===== src/rtl/au_addsub_mp_seq_pkg.sv =====
// Shared definitions for the multi-precision add/sub sequencer: FSM state
// encodings and the word-counter width helper.
package au_addsub_mp_seq_pkg;

  localparam logic [1:0] ST_IDLE = 2'd0;
  localparam logic [1:0] ST_RUN  = 2'd1;
  localparam logic [1:0] ST_DONE = 2'd2;

  // Word counter must address NWORD words; a single-word operand still needs one bit
  function automatic int cnt_w(input int nword);
    return (nword > 1) ? $clog2(nword) : 1;
  endfunction

endpackage


===== src/rtl/au_addsub_mp_seq_cv.sv =====
// AU_addsub_cv: combinational WIDTH-bit add/sub slice with parallel-prefix carry
// logic (ARCH 0: Kogge-Stone, 1: Sklansky, 2: serial prefix chain).
module AU_addsub_cv #(
  parameter int WIDTH = 8,
  parameter int ARCH  = 0
) (
  input  logic [WIDTH-1:0] i_a,
  input  logic [WIDTH-1:0] i_b,
  input  logic             i_sub,
  input  logic             i_ci,
  output logic [WIDTH-1:0] o_s,
  output logic             o_co,
  output logic             o_cmsb
);

  localparam int LV = (WIDTH > 1) ? $clog2(WIDTH) : 1;

  logic [WIDTH-1:0] w_b;
  logic [WIDTH-1:0] w_p;
  logic [WIDTH-1:0] w_g;
  logic [WIDTH-1:0] w_gg;
  logic [WIDTH-1:0] w_pg;
  logic [WIDTH:0]   w_c;

  assign w_b = i_b ^ {WIDTH{i_sub}};
  assign w_p = i_a ^ w_b;
  assign w_g = i_a & w_b;

  // Group generate/propagate over bits [i:0]; networks are updated in place, so
  // Kogge-Stone walks downward and Sklansky partners never change within a level.
  always_comb begin
    w_gg = w_g;
    w_pg = w_p;
    if (ARCH == 2) begin
      for (int i = 1; i < WIDTH; i++) begin
        w_gg[i] = w_gg[i] | (w_pg[i] & w_gg[i-1]);
        w_pg[i] = w_pg[i] & w_pg[i-1];
      end
    end else begin
      for (int l = 0; l < LV; l++) begin
        for (int i = WIDTH - 1; i >= 0; i--) begin
          if (ARCH == 0) begin
            if (i >= (1 << l)) begin
              w_gg[i] = w_gg[i] | (w_pg[i] & w_gg[i-(1<<l)]);
              w_pg[i] = w_pg[i] & w_pg[i-(1<<l)];
            end
          end else begin
            if (((i >> l) & 1) == 1) begin
              w_gg[i] = w_gg[i] | (w_pg[i] & w_gg[((i >> l) << l) - 1]);
              w_pg[i] = w_pg[i] & w_pg[((i >> l) << l) - 1];
            end
          end
        end
      end
    end
  end

  assign w_c    = {w_gg | (w_pg & {WIDTH{i_ci}}), i_ci};
  assign o_s    = w_p ^ w_c[WIDTH-1:0];
  assign o_co   = w_c[WIDTH];
  assign o_cmsb = w_c[WIDTH-1];

endmodule


===== src/rtl/au_addsub_mp_seq.sv =====
// Multi-precision a +/- b +/- ci sequencer: one WIDTH-bit slice reused LSW first.
// Optional zero flag output z enabled by AU_ADDSUB_MP_SEQ_ZFLAG_EN.
module au_addsub_mp_seq
  import au_addsub_mp_seq_pkg::*;
#(
  parameter int WIDTH = 8,
  parameter int NWORD = 4,
  parameter int ARCH  = 0
) (
  input  logic                   clk,
  input  logic                   rst,
  input  logic                   in_valid,
  output logic                   in_ready,
  input  logic [WIDTH*NWORD-1:0] a,
  input  logic [WIDTH*NWORD-1:0] b,
  input  logic                   ci,
  input  logic                   add_sub,
  output logic                   out_valid,
  input  logic                   out_ready,
  output logic [WIDTH*NWORD-1:0] s,
  output logic                   co,
`ifdef AU_ADDSUB_MP_SEQ_ZFLAG_EN
  output logic                   v,
  output logic                   z
`else
  output logic                   v
`endif
);

  localparam int TW = WIDTH * NWORD;
  localparam int CW = cnt_w(NWORD);

  logic [1:0]       r_state;
  logic [CW-1:0]    r_cnt;
  logic             r_carry;
  logic             r_sub;
  logic [TW-1:0]    r_a;
  logic [TW-1:0]    r_b;
  logic [TW-1:0]    r_s;
  logic             r_co;
  logic             r_v;

  logic [WIDTH-1:0] w_a_k;
  logic [WIDTH-1:0] w_b_k;
  logic [WIDTH-1:0] w_sum;
  logic             w_co;
  logic             w_cmsb;
  logic             w_last;

  assign w_a_k  = r_a[int'(r_cnt)*WIDTH +: WIDTH];
  assign w_b_k  = r_b[int'(r_cnt)*WIDTH +: WIDTH];
  assign w_last = (r_cnt == CW'(NWORD - 1));

  AU_addsub_cv #(
    .WIDTH (WIDTH),
    .ARCH  (ARCH)
  ) u_slice (
    .i_a    (w_a_k),
    .i_b    (w_b_k),
    .i_sub  (r_sub),
    .i_ci   (r_carry),
    .o_s    (w_sum),
    .o_co   (w_co),
    .o_cmsb (w_cmsb)
  );

  always_ff @(posedge clk or posedge rst) begin
    if (rst) begin
      r_state <= ST_IDLE;
      r_cnt   <= '0;
      r_carry <= 1'b0;
      r_sub   <= 1'b0;
      r_a     <= '0;
      r_b     <= '0;
      r_s     <= '0;
      r_co    <= 1'b0;
      r_v     <= 1'b0;
    end else begin
      case (r_state)
        ST_IDLE: begin
          if (in_valid) begin
            r_a     <= a;
            r_b     <= b;
            r_sub   <= add_sub;
            // Subtraction is a + ~b + 1, so the initial carry folds in the +1
            r_carry <= ci ^ add_sub;
            r_cnt   <= '0;
            r_state <= ST_RUN;
          end
        end
        ST_RUN: begin
          r_s[int'(r_cnt)*WIDTH +: WIDTH] <= w_sum;
          r_carry <= w_co;
          if (w_last) begin
            r_co    <= w_co;
            r_v     <= w_cmsb ^ w_co;
            r_state <= ST_DONE;
          end else begin
            r_cnt <= r_cnt + 1'b1;
          end
        end
        ST_DONE: begin
          if (out_ready) begin
            r_state <= ST_IDLE;
          end
        end
        default: r_state <= ST_IDLE;
      endcase
    end
  end

`ifdef AU_ADDSUB_MP_SEQ_ZFLAG_EN
  logic r_z;

  // Sticky AND of per-word zero; armed at acceptance, final once DONE is reached
  always_ff @(posedge clk or posedge rst) begin
    if (rst) begin
      r_z <= 1'b0;
    end else if (r_state == ST_IDLE && in_valid) begin
      r_z <= 1'b1;
    end else if (r_state == ST_RUN) begin
      r_z <= r_z & (w_sum == '0);
    end
  end

  assign z = r_z;
`endif

  assign in_ready  = (r_state == ST_IDLE);
  assign out_valid = (r_state == ST_DONE);
  assign s         = r_s;
  assign co        = r_co;
  assign v         = r_v;

endmodule


===== config.mk =====
export PLATFORM = sky130hd
export DESIGN_NAME = au_addsub_mp_seq
export DESIGN_NICKNAME = d
export VERILOG_FILES = /design/src/rtl/au_addsub_mp_seq_pkg.sv /design/src/rtl/au_addsub_mp_seq_cv.sv /design/src/rtl/au_addsub_mp_seq.sv
export SDC_FILE = /design/constraint.sdc
export NUM_CORES = 1
export LEC_CHECK = 0
export ABC_AREA = 1
export ABC_CLOCK_PERIOD_IN_PS = 6200
export CAP_MARGIN = 0
export CORE_ASPECT_RATIO = 1.2
export CORE_MARGIN = 3
export CORE_UTILIZATION = 45
export CTS_CLUSTER_DIAMETER = 30
export CTS_CLUSTER_SIZE = 24
export DETAILED_ROUTE_END_ITERATION = 16
export PLACE_DENSITY = 0.71
export SETUP_SLACK_MARGIN = 0.02
export SYNTH_ARGS = -nofsm -noshare
export SYNTH_HDL_FRONTEND = slang
export SYNTH_SLANG_ARGS = --single-unit
export TNS_END_PERCENT = 1

===== constraint.sdc =====
create_clock -name clk -period 6.2 [get_ports clk]
set_input_delay 1.24 -clock clk [delete_from_list [all_inputs] [get_ports clk]]
set_output_delay 1.24 -clock clk [all_outputs]
set_load 0.01 [all_outputs]

==> results.cfg <==
[yosys]
synthArstFlopShare_pct = 100.0
avgSynthCellArea_um2 = 7.917
synthesis.nets = 734
yosysSeqAreaShare_pct = 50.73
ys_top_cells_by_count = nand2_1 (307), dfrtp_1 (104), nor2_1 (39), o21ai_0 (39), inv_1 (35)
netlist_area_um2 = 5130
synth-main-ff-cell = dfrtp_1
ys_types = 32
yosysMostFrequentCell = nand2_1
synth_top_cell_area_share_pct = 50.73
synth-seq-cells = 104
synth_edf_count = 0
yosysWarnings = 0
synth.area.top_cells = dfrtp_1 (51%), nand2_1 (22%), o21ai_0 (3.8%)
synth_largest_area_cell = dfrtp_1
synthCells = 648

[worst_setup_path]
arrival_ps = 3740
critPathCaptureType = flip-flop
slowest_delay_ps = 1120
cp-start-kind = input pin
cp_max_fo = 67
slowest_stage = inv_2
rr_endpoint = s[27]
rrSetupSlack_ps = 2870
ff2ff_path_depth = 14
regToRegStartpoint = r_cnt[1]
path_delay_family = buffers and inverters
critPathLaunch = in_valid
critical_path_class = in2reg
crit_buf_inv = 2
cp_data_required_time_ps = 6380
cp_cell_sequence = clkdlybuf4s50_1 -> nand2_2 -> inv_2 -> o21ai_0

[clock_tree]
ctsHoldBuffers = 0
cts_buffer_depth = 2
cts.sinks = 104
clkLatencyLatePin_ps = 350
cts_tree = built
numCtsBuffers = 9
ctsRootBufferMaster = clkbuf_16
htreeDepth = 3
post-cts-setup-buffer-count = 0
ctsResizeCount = 0
cts.clk_slew.worst_paths_ps = 70

[timing]
rsz0062_at_grt = no
setup_viol = 0
skew_ps = 12.17
tns_ps = 0
hold_viol_final = 0
fmax_ghz = 0.2810
hold_ws_ps = 477.8
fin_crit_ps = 3559
report.final.slew_viol_count = 0
slew-limit-headroom_pct = 18.94
min_period_over_period_pct = 57.40
worstMarginPinSlew_ps = 1212

[global_routing]
grt_antenna_before_repair = 0
gr-total-overflow = 0
grt_pass1_wl_um = 20950
grt_pass1_vias = 4349
grt_max_degree = 68
grt_use_total_pct = 20.96

[detailed_routing]
highest_layer = met4
viasPerCell = 4.992
drt-total-wl_um = 12840
route.met3.wl_um = 567
drt_iter0_markers = 247
drc = 0
first_pass_iters = 5
postRouteAntennaNets = 0
wl_met2_um = 6413
avgRoutedWirePerCell_um = 14.29
wl_met1_um = 5541
vias = 4483

[layout]
seqCellArea_um2 = 2603
nFillCells = 1006
drive_above_1_share_pct = 4.704
finalNetCount = 825
multiInputGateArea_um2 = 2260
fin_area_um2 = 6571
diodes = 0
synthToLayoutAreaGrowth_pct = 28.10

[outcome]
status = complete, no violations

[floorplanning]
rows = 42
die_w_um = 103.5
core_um2 = 11090
io_pins = 106
die_area_um2 = 12720
die_h_um = 123.0
start_util_pct = 46.26

[power_and_ir_drop]
leakagePower_nw = 3.328
ir_drop_uv = 290.4
power_density_nw_per_um2 = 639.9
total_power_mw = 4.205

[hold_path]
min_path_type = reg2reg
hold_end = s[4]
min_path_cells = 2
hold_start = s[4]

[placed_design]
dpl.hpwl_um = 9089
port_buffers = 105
dpl_cell_area_um2 = 6266
place_congestion = 0.8733

[run]
cap_violations = 0
area by class of cell:
cell class	instances	share of cell area (%)
sequential	104	39.60
multi-input combinational	479	34.39
timing repair buffer	107	16.22
clock buffer	10	3.637
tap	154	2.932
inverter	38	2.209
clock inverter	6	1.009
registers in the layout, indices dropped and copies added, names as in the netlist:
register	cells
r_cnt	2
s	32
co	1
r_state	2
r_a	32
r_carry	1
r_sub	1
r_b	32
v	1
kinds of logic (layout without fill, tap and decap cells):
family / after synthesis / count (layout) / share of synthesized area, %
xor gates and xnor gates: 13 / 13 / 2.220
AOI/OAI and AO/OA: 70 / 70 / 7.756
buffers and inverters: 65 / 161 / 5.268
DFF: 104 / 104 / 50.73
and+or+nand+nor: 380 / 380 / 29.98
adders and majority gates: 16 / 16 / 4.049
placed cells by master (no fill, tap or decap), types with 3 or more instances in the layout:
| cell type | Yosys | layout |
|---|---|---|
| a21oi_1 | 6 | 6 |
| clkbuf_16 | 0 | 9 |
| clkdlybuf4s50_1 | 0 | 105 |
| dfrtp_1 | 104 | 104 |
| ha_1 | 15 | 15 |
| inv_1 | 35 | 33 |
| inv_2 | 3 | 4 |
| nand2_1 | 307 | 306 |
| nand2_2 | 3 | 4 |
| nand3_1 | 15 | 15 |
| nand4_1 | 8 | 8 |
| nor2_1 | 39 | 39 |
| nor2_4 | 3 | 3 |
| o21ai_0 | 39 | 39 |
| o22ai_1 | 15 | 15 |
| xor2_1 | 11 | 11 |
worst max path at each step:
| stage | cells past startpoint | to | slack (ps) |
|---|---|---|---|
| after floorplan | 1 | co | 2230 |
| after global routing | 4 | r_a[0] | 2400 |
| after global placement | 4 | r_a[0] | 2340 |
| after CTS | 4 | r_a[0] | 2550 |
| after detailed placement | 4 | r_a[0] | 2180 |
| final | 4 | r_a[0] | 2640 |
metal layers:
metal / global-route usage [%] / vias up
met3: 3.442 / 26
li1: - / 2226
met2: 34.77 / 125
met5: 0 / -
met1: 27.77 / 2106
met4: 7.045 / 0
power breakdown:
group	leakage [nW]	switching [mW]	internal [mW]	total (mW)
clock network	0.153	0.257	0.327	0.583
registers	1.33	0.194	0.977	1.17
logic	1.84	1.57	0.878	2.45
total	3.33	2.02	2.18	4.20
worst min-delay path, cell delays in order, from the launching register on:
cell and delay (ps):
dfrtp_1 340, nand2_1 50, nand2_1 50
metrics by stage:
| stage | worst slack (ps) | cells | util [%] |
|---|---|---|---|
| after floorplan | 2228 | 648 | - |
| after global placement | 2339 | 882 | 56.51 |
| after detailed placement | 2181 | 882 | 56.51 |
| after CTS | 2554 | 898 | 59.26 |
| after global routing | 2403 | 898 | 59.26 |
| final | 2641 | 898 | 59.26 |
Note: power is estimated with default switching activity, not from simulation.
